## config.mk

```make
export PLATFORM = sky130hd
export DESIGN_NAME = fpr_wb_scoreboard
export DESIGN_NICKNAME = d
export VERILOG_FILES = /design/src/rtl/fp_wb_pkg.sv /design/src/rtl/fp_wb_rr_arbiter.sv /design/src/rtl/fpr_wb_scoreboard.sv
export SDC_FILE = /design/constraint.sdc
export NUM_CORES = 1
export LEC_CHECK = 0
export ABC_AREA = 1
export BUFFER_PORTS_ARGS = -buffer_cell sky130_fd_sc_hd__clkbuf_2
export CAP_MARGIN = 5
export CORE_MARGIN = 2
export CORE_UTILIZATION = 51
export CTS_CLUSTER_DIAMETER = 100
export DETAILED_ROUTE_END_ITERATION = 16
export PLACE_DENSITY = 0.8
export SYNTH_ARGS = -nofsm -noshare
export SYNTH_HDL_FRONTEND = slang
export SYNTH_SLANG_ARGS = --single-unit
```

## constraint.sdc

```tcl
create_clock -name clk -period 2.53 [get_ports clk]
set_input_delay 0.506 -clock clk [delete_from_list [all_inputs] [get_ports clk]]
set_output_delay 0.506 -clock clk [all_outputs]
set_load 0.02 [all_outputs]
```

## src/rtl/fp_wb_pkg.sv

```systemverilog
`default_nettype none
// ============================================================================
// Module      : fp_wb_pkg
// Description : Shared sizes, requester identifiers and the writeback record
//               used by the FP register-file writeback controller.
// Contents    : NREG/AW/DW sizes, req_id_e (REQ_FPU/REQ_LD), wb_rec_t {rd, data}
// Revision    : 1.0 - initial release
// ============================================================================
package fp_wb_pkg;

  localparam int NREG = 32;
  localparam int AW   = 5;
  localparam int DW   = 32;

  typedef enum logic {
    REQ_FPU = 1'b0,
    REQ_LD  = 1'b1
  } req_id_e;

  typedef struct packed {
    logic [AW-1:0] rd;
    logic [DW-1:0] data;
  } wb_rec_t;

endpackage
`default_nettype wire

```

## src/rtl/fp_wb_rr_arbiter.sv

```systemverilog
`default_nettype none
// ============================================================================
// Module      : fp_wb_rr_arbiter
// Description : Two-way round-robin arbiter for the FP register-file write
//               port. A lone requester is granted at once; on a conflict the
//               requester not chosen at the previous conflict wins.
// Ports       : clk, rst        - clock, synchronous active-high reset
//               req_fpu, req_ld - requests (the requesters' valids)
//               gnt_fpu, gnt_ld - one-hot grants (both 0 when idle or in reset)
// Revision    : 1.0 - initial release
// ============================================================================
module fp_wb_rr_arbiter
  import fp_wb_pkg::*;
(
  input  logic clk,
  input  logic rst,
  input  logic req_fpu,
  input  logic req_ld,
  output logic gnt_fpu,
  output logic gnt_ld
);

  req_id_e last_conflict_grant;
  logic    conflict;

  assign conflict = req_fpu & req_ld;

  // Grants are suppressed during reset so a held request is not acknowledged
  // in a cycle whose state is about to be discarded.
  always_comb begin
    gnt_fpu = 1'b0;
    gnt_ld  = 1'b0;
    if (!rst) begin
      if (conflict) begin
        gnt_ld  = (last_conflict_grant == REQ_FPU);
        gnt_fpu = ~gnt_ld;
      end else begin
        gnt_fpu = req_fpu;
        gnt_ld  = req_ld;
      end
    end
  end

  // Only conflicts move the round-robin pointer.
  always_ff @(posedge clk) begin
    if (rst) begin
      last_conflict_grant <= REQ_FPU;
    end else if (conflict) begin
      last_conflict_grant <= gnt_ld ? REQ_LD : REQ_FPU;
    end
  end

endmodule
`default_nettype wire

```

## src/rtl/fpr_wb_scoreboard.sv

```systemverilog
`default_nettype none
// ============================================================================
// Module      : fpr_wb_scoreboard
// Description : FP register-file writeback controller. Arbitrates the single
//               RF write port between the FPU and the FLW load path, registers
//               the winning write, and keeps a per-register busy scoreboard
//               that stalls issue on RAW/WAW hazards.
// Ports       : clk, rst                         - clock, sync active-high reset
//               issue_valid/rd/rs1..3/use_rs1..3 - decode issue request
//               issue_stall                      - hazard, decode must hold
//               fpu_valid/rd/data, fpu_ready     - FPU writeback handshake
//               ld_valid/rd/data, ld_ready       - load writeback handshake
//               rf_we, rf_wa, rf_wd              - RF write port
//               busy_vec                         - scoreboard (debug)
// Revision    : 1.0 - initial release
// ============================================================================
module fpr_wb_scoreboard #(
  parameter int NREG = fp_wb_pkg::NREG,
  parameter int AW   = fp_wb_pkg::AW,
  parameter int DW   = fp_wb_pkg::DW
) (
  input  logic            clk,
  input  logic            rst,
  input  logic            issue_valid,
  input  logic [AW-1:0]   issue_rd,
  input  logic [AW-1:0]   issue_rs1,
  input  logic [AW-1:0]   issue_rs2,
  input  logic [AW-1:0]   issue_rs3,
  input  logic            issue_use_rs1,
  input  logic            issue_use_rs2,
  input  logic            issue_use_rs3,
  output logic            issue_stall,
  input  logic            fpu_valid,
  input  logic [AW-1:0]   fpu_rd,
  input  logic [DW-1:0]   fpu_data,
  output logic            fpu_ready,
  input  logic            ld_valid,
  input  logic [AW-1:0]   ld_rd,
  input  logic [DW-1:0]   ld_data,
  output logic            ld_ready,
  output logic            rf_we,
  output logic [AW-1:0]   rf_wa,
  output logic [DW-1:0]   rf_wd,
  output logic [NREG-1:0] busy_vec
);

  import fp_wb_pkg::*;

  logic            gnt_fpu;
  logic            gnt_ld;
  wb_rec_t         wb_next;
  wb_rec_t         wb_q;
  logic            we_q;
  logic [NREG-1:0] busy_q;
  logic [NREG-1:0] busy_next;
  logic            src_hz1;
  logic            src_hz2;
  logic            src_hz3;
  logic            issue_fire;

  fp_wb_rr_arbiter u_arb (
    .clk     (clk),
    .rst     (rst),
    .req_fpu (fpu_valid),
    .req_ld  (ld_valid),
    .gnt_fpu (gnt_fpu),
    .gnt_ld  (gnt_ld)
  );

  assign fpu_ready = gnt_fpu;
  assign ld_ready  = gnt_ld;

  always_comb begin
    wb_next = wb_q;
    if (gnt_fpu) begin
      wb_next.rd   = fpu_rd;
      wb_next.data = fpu_data;
    end else if (gnt_ld) begin
      wb_next.rd   = ld_rd;
      wb_next.data = ld_data;
    end
  end

  // A source being written this cycle is safe: the RF is write-first, so the
  // read sees the value on rf_wd. The destination check has no such exemption
  // because the issuing instruction's result could be overtaken.
  assign src_hz1 = issue_use_rs1 & busy_q[issue_rs1] & ~(we_q & (wb_q.rd == issue_rs1));
  assign src_hz2 = issue_use_rs2 & busy_q[issue_rs2] & ~(we_q & (wb_q.rd == issue_rs2));
  assign src_hz3 = issue_use_rs3 & busy_q[issue_rs3] & ~(we_q & (wb_q.rd == issue_rs3));

  assign issue_stall = issue_valid & (busy_q[issue_rd] | src_hz1 | src_hz2 | src_hz3);
  assign issue_fire  = issue_valid & ~issue_stall;

  // Clear for the write in flight first, then set for the new issue so that a
  // coincident set/clear on the same index leaves the register busy.
  always_comb begin
    busy_next = busy_q;
    if (we_q) begin
      busy_next[wb_q.rd] = 1'b0;
    end
    if (issue_fire) begin
      busy_next[issue_rd] = 1'b1;
    end
  end

  always_ff @(posedge clk) begin
    if (rst) begin
      we_q   <= 1'b0;
      wb_q   <= '0;
      busy_q <= '0;
    end else begin
      we_q   <= gnt_fpu | gnt_ld;
      wb_q   <= wb_next;
      busy_q <= busy_next;
    end
  end

  assign rf_we    = we_q;
  assign rf_wa    = wb_q.rd;
  assign rf_wd    = wb_q.data;
  assign busy_vec = busy_q;

endmodule
`default_nettype wire

```

==> metrics.md <==
| Metric | Value |
|---|---|
| Share of synthesized area occupied by flip-flops and latches | `29.2%` |
| Startpoint Class | `flip-flop` |
| Post-synthesis xor/xnor area fraction | `0.360%` |
| First-pass GRT wire length | `27.9 mm` |
| Post-route core utilization | `roughly two thirds` |
| Overall Power | `around 3 mW` |
| Tightest hold margin | `around 400 ps` |
| TritonRoute pass-1 iters | `6` |
| Clock-pin slew reported for the worst setup and hold paths after clock tree synthesis | `90 ps` |
| DRT iter0 DRCs | `530` |
| DRT antenna net count | `0` |
| Syn Std Cell Area | `0.00486 sq mm` |
| Half-perimeter wire length after placement | `13.4 mm` |
| Detailed-route via count | `around 6300` |
| Die width | `102 um` |
| DR DRC count | `0` |
| Worst-case clock skew | `17.3 ps` |
| TritonCTS Buffers | `9` |
| Final count of hold timing violations | `0` |
| Reported max-cap violation count | `0` |
| Status | `finished, final reports clean` |
| Max frequency | `413 MHz` |
| Layout net count | `1081` |
| Endpoint required time on the critical path | `a little over 2000 ps` |
| Non-filler cells, final | `1113` |
| YS warnings | `0` |
| Final period util | `95.7%` |
| Top-area cell type share of the netlist area | `29.2%` |
| Async S/R FF share, synth | `0%` |
| Final Max Tran Viols | `0` |
| Type of the setup path with the least slack | `flip-flop to output pin` |
| Routed wirelength normalized by instance count | `16.1 um` |
| Ratio of routed vias to standard cells | `5.64` |
| Dominant cell type by area after synthesis | `dfxtp_1` |
| Power density cells | `479 mW/mm^2` |
| Post CTS Setup Buffer Count | `0` |
| Pin count of the biggest net entering global routing | `71` |
| Avg Cell Area, Syn | `5.98 sq um` |
| Gate Count Post-Synth | `813` |
| Vias in the first global route | `roughly 5600` |
| Compound-cell area share of the yosys netlist | `19.1%` |
| Fin Setup TNS | `0 ps` |
| Detailed-route wire length | `between 15 and 20 mm` |
| Crit-path max FO | `8` |
| Leading post-synthesis cells by cell area | `dfxtp_1 29%, nand2_1 14%, nand3_1 14%` |
| Number of cells after detailed placement | `1096` |
| Height of the die | `102 um` |
| Layout cell share with drive strength beyond 1 | `24.3%` |
| Post-synthesis net count | `915` |
| Placement Rows | `35` |
| Setup repair after global routing missed its margin | `false` |
| Effective utilization at floorplan | `52.6%` |
| Critical Path End Type | `output pin` |
| Antenna violations before repair | `1` |
| Tightest Hold Check Type | `input port to flip-flop` |
| Leading post-synthesis cells by instance count | `183 x nand2_1, 132 x nand3_1, 106 x inv_1, 106 x nor2_1, 71 x dfxtp_1` |
| Post-Layout Inst Area | `between 0.006 and 0.007 sq mm` |
| Area of the core | `0.00924 sq mm` |
| Antenna Diode Count | `0` |
| Global Route Usage Sum | `about 35%` |
| Boundary Pins | `between 150 and 200` |
| Clock latency on the worst-skew pair | `350 ps` |
| Most used standard cell by instance count after synthesis | `nand2_1` |
| Multiplexer share of the synthesized area | `0%` |
| Worst supply voltage drop on vdd | `between 0.3 and 0.4 mV` |
| TritonCTS clock tree | `done` |
| Largest family of logic cells by synthesized area | `simple AND/OR/NAND/NOR gates` |
| Minimum setup slack in the final design | `109 ps` |
| Buffers on Ports | `between 150 and 200` |
| Total of endpoints with negative setup slack in the final report | `0` |
| Area share of and/or/nand/nor cells after synthesis | `between 30% and 40%` |
| Worst-case headroom to the max-slew limit | `a little under three fifths` |
| Bufs on Longest Clock Path | `2` |
| Count of flip-flops with a built-in enable after synthesis | `0` |
| CTS hold repair buffers | `0` |
| Gp weighted congestion | `roughly 1.1` |
| P_leak | `3.19 nW` |
| Transition at the pin with the smallest max-transition slack | `657 ps` |
| Prevailing post-synth register cell | `dfxtp_1` |
| Worst setup slack after placement | `35.0 ps` |
| Worst EP arrival | `1920 ps` |
| Distinct cell type count after synthesis | `24` |
| Grt ovf | `0` |
| CTS sink cnt | `71` |
| Die area | `about 0.010 sq mm` |
| Area delta synth->final | `26.5%` |
| Adder-cell share of the synthesized area | `0%` |
| Clock H-tree levels | `3` |
| Number of storage elements in the synthesis netlist | `between 70 and 80` |
| Clock tree root driver cell | `clkbuf_8` |
| Instance area after placement | `0.00590 sq mm` |
| Shortest clock period the worst path allows after layout | `about 2400 ps` |
area by class of cell:
| type | count | area [sq um] |
|---|---|---|
| fill | 920 | 3090 |
| multi-input combinational | 584 | 2810 |
| sequential | 71 | 1430 |
| timing repair buffer | 202 | 1120 |
| inverter | 110 | 420 |
| tap | 129 | 161 |
| clock buffer | 10 | 128 |
| clock inverter | 6 | 68.8 |
| timing repair inverter | 1 | 7.51 |
report_power, final:
group / internal [mW] / switching [mW]
registers: 1.18 / 0.0348
clock network: 0.461 / 0.470
logic: 0.288 / 0.515
timing repair:
item / in CTS / in global routing
setup endpoints to repair: 0 / 1
hold endpoints to repair: 0 / 0
gates resized for setup: 0 / 19
per-layer routing:
metal	wire length [um]	part of all wire, %	GRT usage, %
met5	0	0	0
met4	863	4.8	17.3
met3	2190	12	8.28
met2	8320	46	57.3
met1	6590	37	41.8
critical path, stage by stage (launching register included):
cell and delay, ps:
dfxtp_2 350, clkinvlp_4 230, o22ai_2 170, nor2_1 70, nand3_1 80, nand2_1 50
inv_1 50, nand3_1 140, nand2_2 140, nor2_4 50, nor2_1 90, buf_2 170
state kept, by name, summed over array words and instances (netlist names):
register and flops:
busy_vec 32, rf_wd 32, rf_wa 5, rf_we 1, u_arb.last_conflict_grant 1
path summary, 6_finish.rpt:
path | start | end | slack [ps] | depth (start not counted)
hold / removal | ld_valid | u_arb.last_conflict_grant | 400 | 3
hold reg to reg | busy_vec[19] | busy_vec[19] | 500 | 2
setup reg to reg | rf_wa[4] | busy_vec[27] | 480 | 12
setup / recovery | rf_wa[2] | issue_stall | 110 | 11
cells in the final DEF (no fill, tap or decap):
cell        instances
a21oi_1            51
o211ai_1           10
nand3_1           132
nand2_2             4
clkinv_4            2
inv_6               1
a211oi_1            1
clkbuf_8            9
o21ai_0            43
clkinv_2            1
xor2_1              2
nor2_4              1
nor2_1            105
clkinv_1            1
buf_12              3
clkbuf_2          172
clkbuf_4            1
clkinvlp_4          4
buf_4              24
or2_2               1
nand2_1           180
dfxtp_1            67
inv_1             103
nor2_2              1
o22ai_1             6
buf_6               1
clkbuf_1            1
bufinv_16           1
dfxtp_2             4
nor3_2              1
o22ai_2             3
inv_2               4
nor3_1              8
nand4_1             3
a311o_1            32
buf_2               1
cells by family (layout without fill, tap and decap cells):
kind of cell	count (synthesis)	count (layout)
AOI/OAI and AO/OA	146	146
xor gates and xnor gates	2	2
buffers and inverters	158	329
DFF	71	71
and+or+nand+nor	436	436
(Power assumes the default switching activity.)
